File: src/rtl/rv32_mod_lsu_sequencer.sv
// rv32_mod_lsu_sequencer
// -----------------------------------------------------------------------------
// Sequences a single RV32 load or store onto a simple request/acknowledge
// memory bus and returns an extended load result or a fault to the pipeline.
//
// Optional feature: define RV32_LSU_TIMEOUT_EN to add an 8-bit bus timeout.
// Without it, a BUS transfer waits indefinitely for bus_ack / bus_err.
//
// Ports
//   clk, rst            clock (rising edge), synchronous active-high reset
//   start               memory op present; held by the pipeline until done
//   ram_req[3:0]        [1:0] width (00 byte, 01 half, 10 word, 11 invalid),
//                       [2] unsigned load, [3] unused
//   ram_wr              1 = store, 0 = load
//   addr, wdata         effective byte address, right-aligned store data
//   stall               hold the pipeline (combinational)
//   done                one-cycle completion pulse
//   load_data, fault,   result and status, nonzero only while done
//   fault_cause         01 misaligned/invalid, 10 bus error, 11 timeout
//   bus_req, bus_we,    bus request, driven only while the transfer is open
//   bus_addr, bus_be,
//   bus_wdata
//   bus_ack, bus_err,   bus response; bus_err wins over bus_ack
//   bus_rdata
//   dbg_state           current FSM state (0 IDLE, 1 BUS, 2 RESP)
//
// Bus handshake: a transfer is open while bus_req=1. Every bus output holds
// its value from the first request cycle until the cycle in which the bus
// returns bus_ack or bus_err (sampled on the rising edge); bus_req drops in the
// following cycle.
// -----------------------------------------------------------------------------
module rv32_mod_lsu_sequencer (
    input  logic        clk,
    input  logic        rst,
    input  logic        start,
    input  logic [3:0]  ram_req,
    input  logic        ram_wr,
    input  logic [31:0] addr,
    input  logic [31:0] wdata,
    output logic        stall,
    output logic        done,
    output logic [31:0] load_data,
    output logic        fault,
    output logic [1:0]  fault_cause,
    output logic        bus_req,
    output logic        bus_we,
    output logic [31:0] bus_addr,
    output logic [3:0]  bus_be,
    output logic [31:0] bus_wdata,
    input  logic        bus_ack,
    input  logic        bus_err,
    input  logic [31:0] bus_rdata,
    output logic [1:0]  dbg_state
);

    typedef enum logic [1:0] {
        IDLE = 2'd0,
        BUS  = 2'd1,
        RESP = 2'd2
    } state_t;

    state_t      state_q, state_d;
    logic [2:0]  req_q, req_d;
    logic        wr_q, wr_d;
    logic [31:0] addr_q, addr_d;
    logic [31:0] wdata_q, wdata_d;
    logic        fault_q, fault_d;
    logic [1:0]  cause_q, cause_d;
    logic [31:0] ldata_q, ldata_d;
`ifdef RV32_LSU_TIMEOUT_EN
    logic [7:0]  cnt_q, cnt_d;
`endif

    // ram_req[3] carries no meaning for this unit.
    logic unused_req_bit;
    assign unused_req_bit = ram_req[3];

    logic        aligned;
    logic [31:0] shifted;
    logic [31:0] ext_data;

    // Width 11 is never aligned, so it falls into the misaligned fault path.
    always_comb begin
        aligned = 1'b0;
        case (ram_req[1:0])
            2'b00:   aligned = 1'b1;
            2'b01:   aligned = ~addr[0];
            2'b10:   aligned = (addr[1:0] == 2'b00);
            default: aligned = 1'b0;
        endcase
    end

    // Move the addressed lane down to bit 0, then extend to 32 bits.
    always_comb begin
        shifted  = bus_rdata >> {addr_q[1:0], 3'b000};
        ext_data = shifted;
        case (req_q[1:0])
            2'b00:   ext_data = {{24{~req_q[2] & shifted[7]}}, shifted[7:0]};
            2'b01:   ext_data = {{16{~req_q[2] & shifted[15]}}, shifted[15:0]};
            default: ext_data = shifted;
        endcase
    end

    always_comb begin
        state_d = state_q;
        req_d   = req_q;
        wr_d    = wr_q;
        addr_d  = addr_q;
        wdata_d = wdata_q;
        fault_d = fault_q;
        cause_d = cause_q;
        ldata_d = ldata_q;
`ifdef RV32_LSU_TIMEOUT_EN
        cnt_d   = cnt_q;
`endif
        case (state_q)
            IDLE: begin
                if (start) begin
                    if (aligned) begin
                        req_d   = ram_req[2:0];
                        wr_d    = ram_wr;
                        addr_d  = addr;
                        wdata_d = wdata;
                        state_d = BUS;
`ifdef RV32_LSU_TIMEOUT_EN
                        cnt_d   = 8'd0;
`endif
                    end else begin
                        fault_d = 1'b1;
                        cause_d = 2'b01;
                        ldata_d = 32'd0;
                        state_d = RESP;
                    end
                end
            end
            BUS: begin
                if (bus_err) begin
                    fault_d = 1'b1;
                    cause_d = 2'b10;
                    ldata_d = 32'd0;
                    state_d = RESP;
                end else if (bus_ack) begin
                    fault_d = 1'b0;
                    cause_d = 2'b00;
                    ldata_d = wr_q ? 32'd0 : ext_data;
                    state_d = RESP;
                end
`ifdef RV32_LSU_TIMEOUT_EN
                // cnt_q counts unanswered BUS cycles; the 256th gives up.
                else if (cnt_q == 8'hFF) begin
                    fault_d = 1'b1;
                    cause_d = 2'b11;
                    ldata_d = 32'd0;
                    state_d = RESP;
                end else begin
                    cnt_d = cnt_q + 8'd1;
                end
`endif
            end
            RESP: begin
                fault_d = 1'b0;
                cause_d = 2'b00;
                ldata_d = 32'd0;
                state_d = IDLE;
            end
            default: state_d = IDLE;
        endcase
    end

    always_ff @(posedge clk) begin
        if (rst) begin
            state_q <= IDLE;
            req_q   <= 3'd0;
            wr_q    <= 1'b0;
            addr_q  <= 32'd0;
            wdata_q <= 32'd0;
            fault_q <= 1'b0;
            cause_q <= 2'b00;
            ldata_q <= 32'd0;
`ifdef RV32_LSU_TIMEOUT_EN
            cnt_q   <= 8'd0;
`endif
        end else begin
            state_q <= state_d;
            req_q   <= req_d;
            wr_q    <= wr_d;
            addr_q  <= addr_d;
            wdata_q <= wdata_d;
            fault_q <= fault_d;
            cause_q <= cause_d;
            ldata_q <= ldata_d;
`ifdef RV32_LSU_TIMEOUT_EN
            cnt_q   <= cnt_d;
`endif
        end
    end

    logic in_bus;
    logic in_resp;
    assign in_bus  = (state_q == BUS);
    assign in_resp = (state_q == RESP);

    assign stall     = ((state_q == IDLE) && start) || in_bus;
    assign done      = in_resp;
    assign fault     = in_resp & fault_q;
    assign fault_cause = in_resp ? cause_q : 2'b00;
    assign load_data = in_resp ? ldata_q : 32'd0;
    assign dbg_state = state_q;

    assign bus_req  = in_bus;
    assign bus_we   = in_bus & wr_q;
    assign bus_addr = in_bus ? {addr_q[31:2], 2'b00} : 32'd0;

    always_comb begin
        bus_be    = 4'b0000;
        bus_wdata = 32'd0;
        if (in_bus) begin
            case (req_q[1:0])
                2'b00: begin
                    bus_be    = 4'b0001 << addr_q[1:0];
                    bus_wdata = {4{wdata_q[7:0]}};
                end
                2'b01: begin
                    bus_be    = 4'b0011 << addr_q[1:0];
                    bus_wdata = {2{wdata_q[15:0]}};
                end
                default: begin
                    bus_be    = 4'b1111;
                    bus_wdata = wdata_q;
                end
            endcase
        end
    end

endmodule
File: config.mk
export PLATFORM = sky130hd
export DESIGN_NAME = rv32_mod_lsu_sequencer
export DESIGN_NICKNAME = d
export VERILOG_FILES = /design/src/rtl/rv32_mod_lsu_sequencer.sv
export SDC_FILE = /design/constraint.sdc
export NUM_CORES = 1
export LEC_CHECK = 0
export CORE_MARGIN = 1.5
export CORE_UTILIZATION = 48
export DETAILED_ROUTE_END_ITERATION = 10
export GPL_ROUTABILITY_DRIVEN = 0
export GPL_TIMING_DRIVEN = 1
export PLACE_DENSITY = 0.95
export SYNTH_ARGS = -nofsm -noshare
export SYNTH_HDL_FRONTEND = slang
export SYNTH_SLANG_ARGS = --single-unit
File: constraint.sdc
create_clock -name clk -period 6.35 [get_ports clk]
set_clock_uncertainty 0.2 [all_clocks]
set_input_delay 0.9525 -clock clk [delete_from_list [all_inputs] [get_ports clk]]
set_output_delay 0.9525 -clock clk [all_outputs]
set_load 0.01 [all_outputs]
==> impl_metrics.ini <==
[run_status]
status = finished, final reports clean

[synth]
synth_seq_area_share_pct = 37.9
synth.area.top_cells = dfxtp_1, nand2_1, and2_1, mux2i_1, a21oi_1
ys_types = 40
yosys.area.top_type_share_pct = 37.9
synth_area_um2 = 5540
syn_inst = 717
synthFlopType = dfxtp_1
synth_largest_area_cell = dfxtp_1
synth_warnings = 0
syn_area_per_cell_um2 = 7.73
ys_ff_latch = 105
async_reset_ff_share_pct = 0
synth-edff-count = 0

[worst_setup_path]
critPathLaunch = dbg_state[1]
worstRegToRegCells = 6
worstReg2RegEnd = ldata_q[24]
r2r_slack_ps = 2980
worst_setup_path_start_kind = flip-flop
critPathMaxFanout = 74
critPathMaxStageDelay_ps = 940
crit_path_end_kind = primary output
crit_end = bus_wdata[11]
worstPathCellList = inv_1 -> ha_2 -> a21boi_0 -> clkdlybuf4s50_1
crit_family = adder cells
r2r_start = dbg_state[1]
cp.arrival_ps = 2690
cp.required_ps = 5200
crit_type = reg2out
critPathBufInv = 2
cp_slowest_cell = ha_2
cp_num_cells = 4

[hold_path]
worstHoldStart = addr_q[5]
holdPathStages = 2
hold_class = reg2reg

[route]
vias = 5728
drt-initial-drc-count = 454
firstDrtPassIters = 5
wirelength_um = 17000
vias_per_cell = 5.57
ant_nets = 0
wire_per_inst_um = 16.6
drc = 0

[timing]
tightest_slew_ps = 1180
holdWs_ps = 251
drv_slew = 0
slew_headroom_pct = 21.1
fmax_mhz = 261
setup_viol = 0
hold_violations = 0
finalCriticalPeriod_ps = 3840
finalCritPeriodShare_pct = 60.4
finalWorstSetupSlack_ps = 2510
rsz0062_at_grt = no
setup-tns-final_ps = 0

[place]
place_ws_ps = 2770
hpwl_um = 11400
portBuffers = 211
dp_cells = 1014

[power_and_ir_drop]
total_power_mw = 1.66
ir_drop_uv = 146
leakagePower_nw = 2.72
powerDensity_nw_per_um2 = 209

[cells_and_area]
finalNetCount = 991
synthToLayoutAreaGrowth_pct = 43.7
antenna_cells = 0
stdcell_count = 1029
drive_gt1_share_pct = 3.84

[clock_network]
post_cts_resized = 0
cts_tree = done
clk_latency_ps = 340
hold_buffers = 0
numCtsBuffers = 9
cts_sinks = 105
root_buffer = clkbuf_16
clock_path_buffers = 2
path_clk_slew_ps = 70
post_cts_buffers = 0
cts.htree.levels = 3

[floorplan]
fp-row-count = 39
num_io_pins = 215
core_area_um2 = 11300
initial_core_util_pct = 49.0
die-area_um2 = 12200
die_w_um = 110
die_h_um = 110

[global_route]
track_usage_pct = 27.3
grt.overflow.total = 0
grt_max_degree = 115
antenna_found_initial = 0
grt_pass1_vias = 5548
grt_pass1_wl_um = 27600

[flow_run]
max_cap_violations = 0
-- metal layers --
layer	wire length, um	GRT usage [%]
met1	6820	32.3
met2	8580	48.3
met3	1310	7.63
met4	329	7.86
met5	0	0
-- worst min-delay path, cell delays in order, from the launching register on --
cell and delay (ps):
dfxtp_1 310, nand2_1 50, a21oi_1 50
-- layout make-up --
type                       instances  area, um^2
fill                             901        3360
timing repair buffer             216        2150
sequential                       105        2100
clock inverter                     5         104
tap                              143         179
multi-input combinational        547        3180
clock buffer                      10         239
inverter                           3        11.3
-- cells in the mapped netlist (2+ instances only) --
master and instances:
a21o_1 4, nand2b_1 12, nand2_1 170, or2_2 2
buf_2 16, mux2i_1 48, and2_1 82, inv_1 3
ha_1 3, buf_4 3, o21a_1 12, o21ai_0 18
buf_1 3, clkbuf_1 41, a32o_1 16, nor2b_1 10
o32ai_1 8, a211oi_1 10, a21oi_1 92, a21boi_0 8
nor3_1 3, nor2_1 23, nand3_1 9, dfxtp_1 105
-- power breakdown --
group | leakage, nW | switching (mW) | internal, mW
Combinational | 1.70 | 0.168 | 0.137
Sequential | 0.853 | 0.0252 | 0.688
Clock | 0.169 | 0.249 | 0.394
-- worst min path at each step --
stage                       endpoint
final                      addr_q[5]
after global routing      addr_q[23]
after CTS                  addr_q[8]
after detailed placement   addr_q[8]
after global placement    addr_q[12]
after floorplan           addr_q[10]
-- kinds of logic after synthesis --
family	synth area share (%)
fa+ha+maj	0.677
flops	37.9
xor+xnor	0.158
buf+inv	5.04
other cells	0.0677
compound gates	20.2
mux	8.67
simple gates	27.3
-- cells in the final DEF (no fill, tap or decap), drive strengths merged, types with 2 or more instances in the layout --
master / instances
dfxtp: 105
nand2: 170
a211oi: 11
buf: 6
o21ai: 19
nor2b: 10
a21o: 4
clkbuf: 10
a21oi: 93
or2: 2
nor2: 23
a32o: 16
nand3: 10
mux2i: 48
clkinv: 2
nand2b: 12
bufinv: 3
ha: 3
conb: 2
a21boi: 9
inv: 3
clkdlybuf4s50: 210
o32ai: 8
o21a: 12
nor3: 4
and2: 82
-- metrics by stage --
step                area, um^2  utilization [%]
global placement          7620             67.3
finish                    7960             70.3
detailed placement        7620             67.3
floorplan                 5550                -
global route              7960             70.3
CTS                       7960             70.3
-- registers in the layout, indices dropped and copies added (netlist names) --
signal / count
cause_q: 2
wr_q: 1
req_q: 3
wdata_q: 32
ldata_q: 32
dbg_state: 2
fault_q: 1
addr_q: 32
Note: power is estimated with default switching activity, not from simulation.
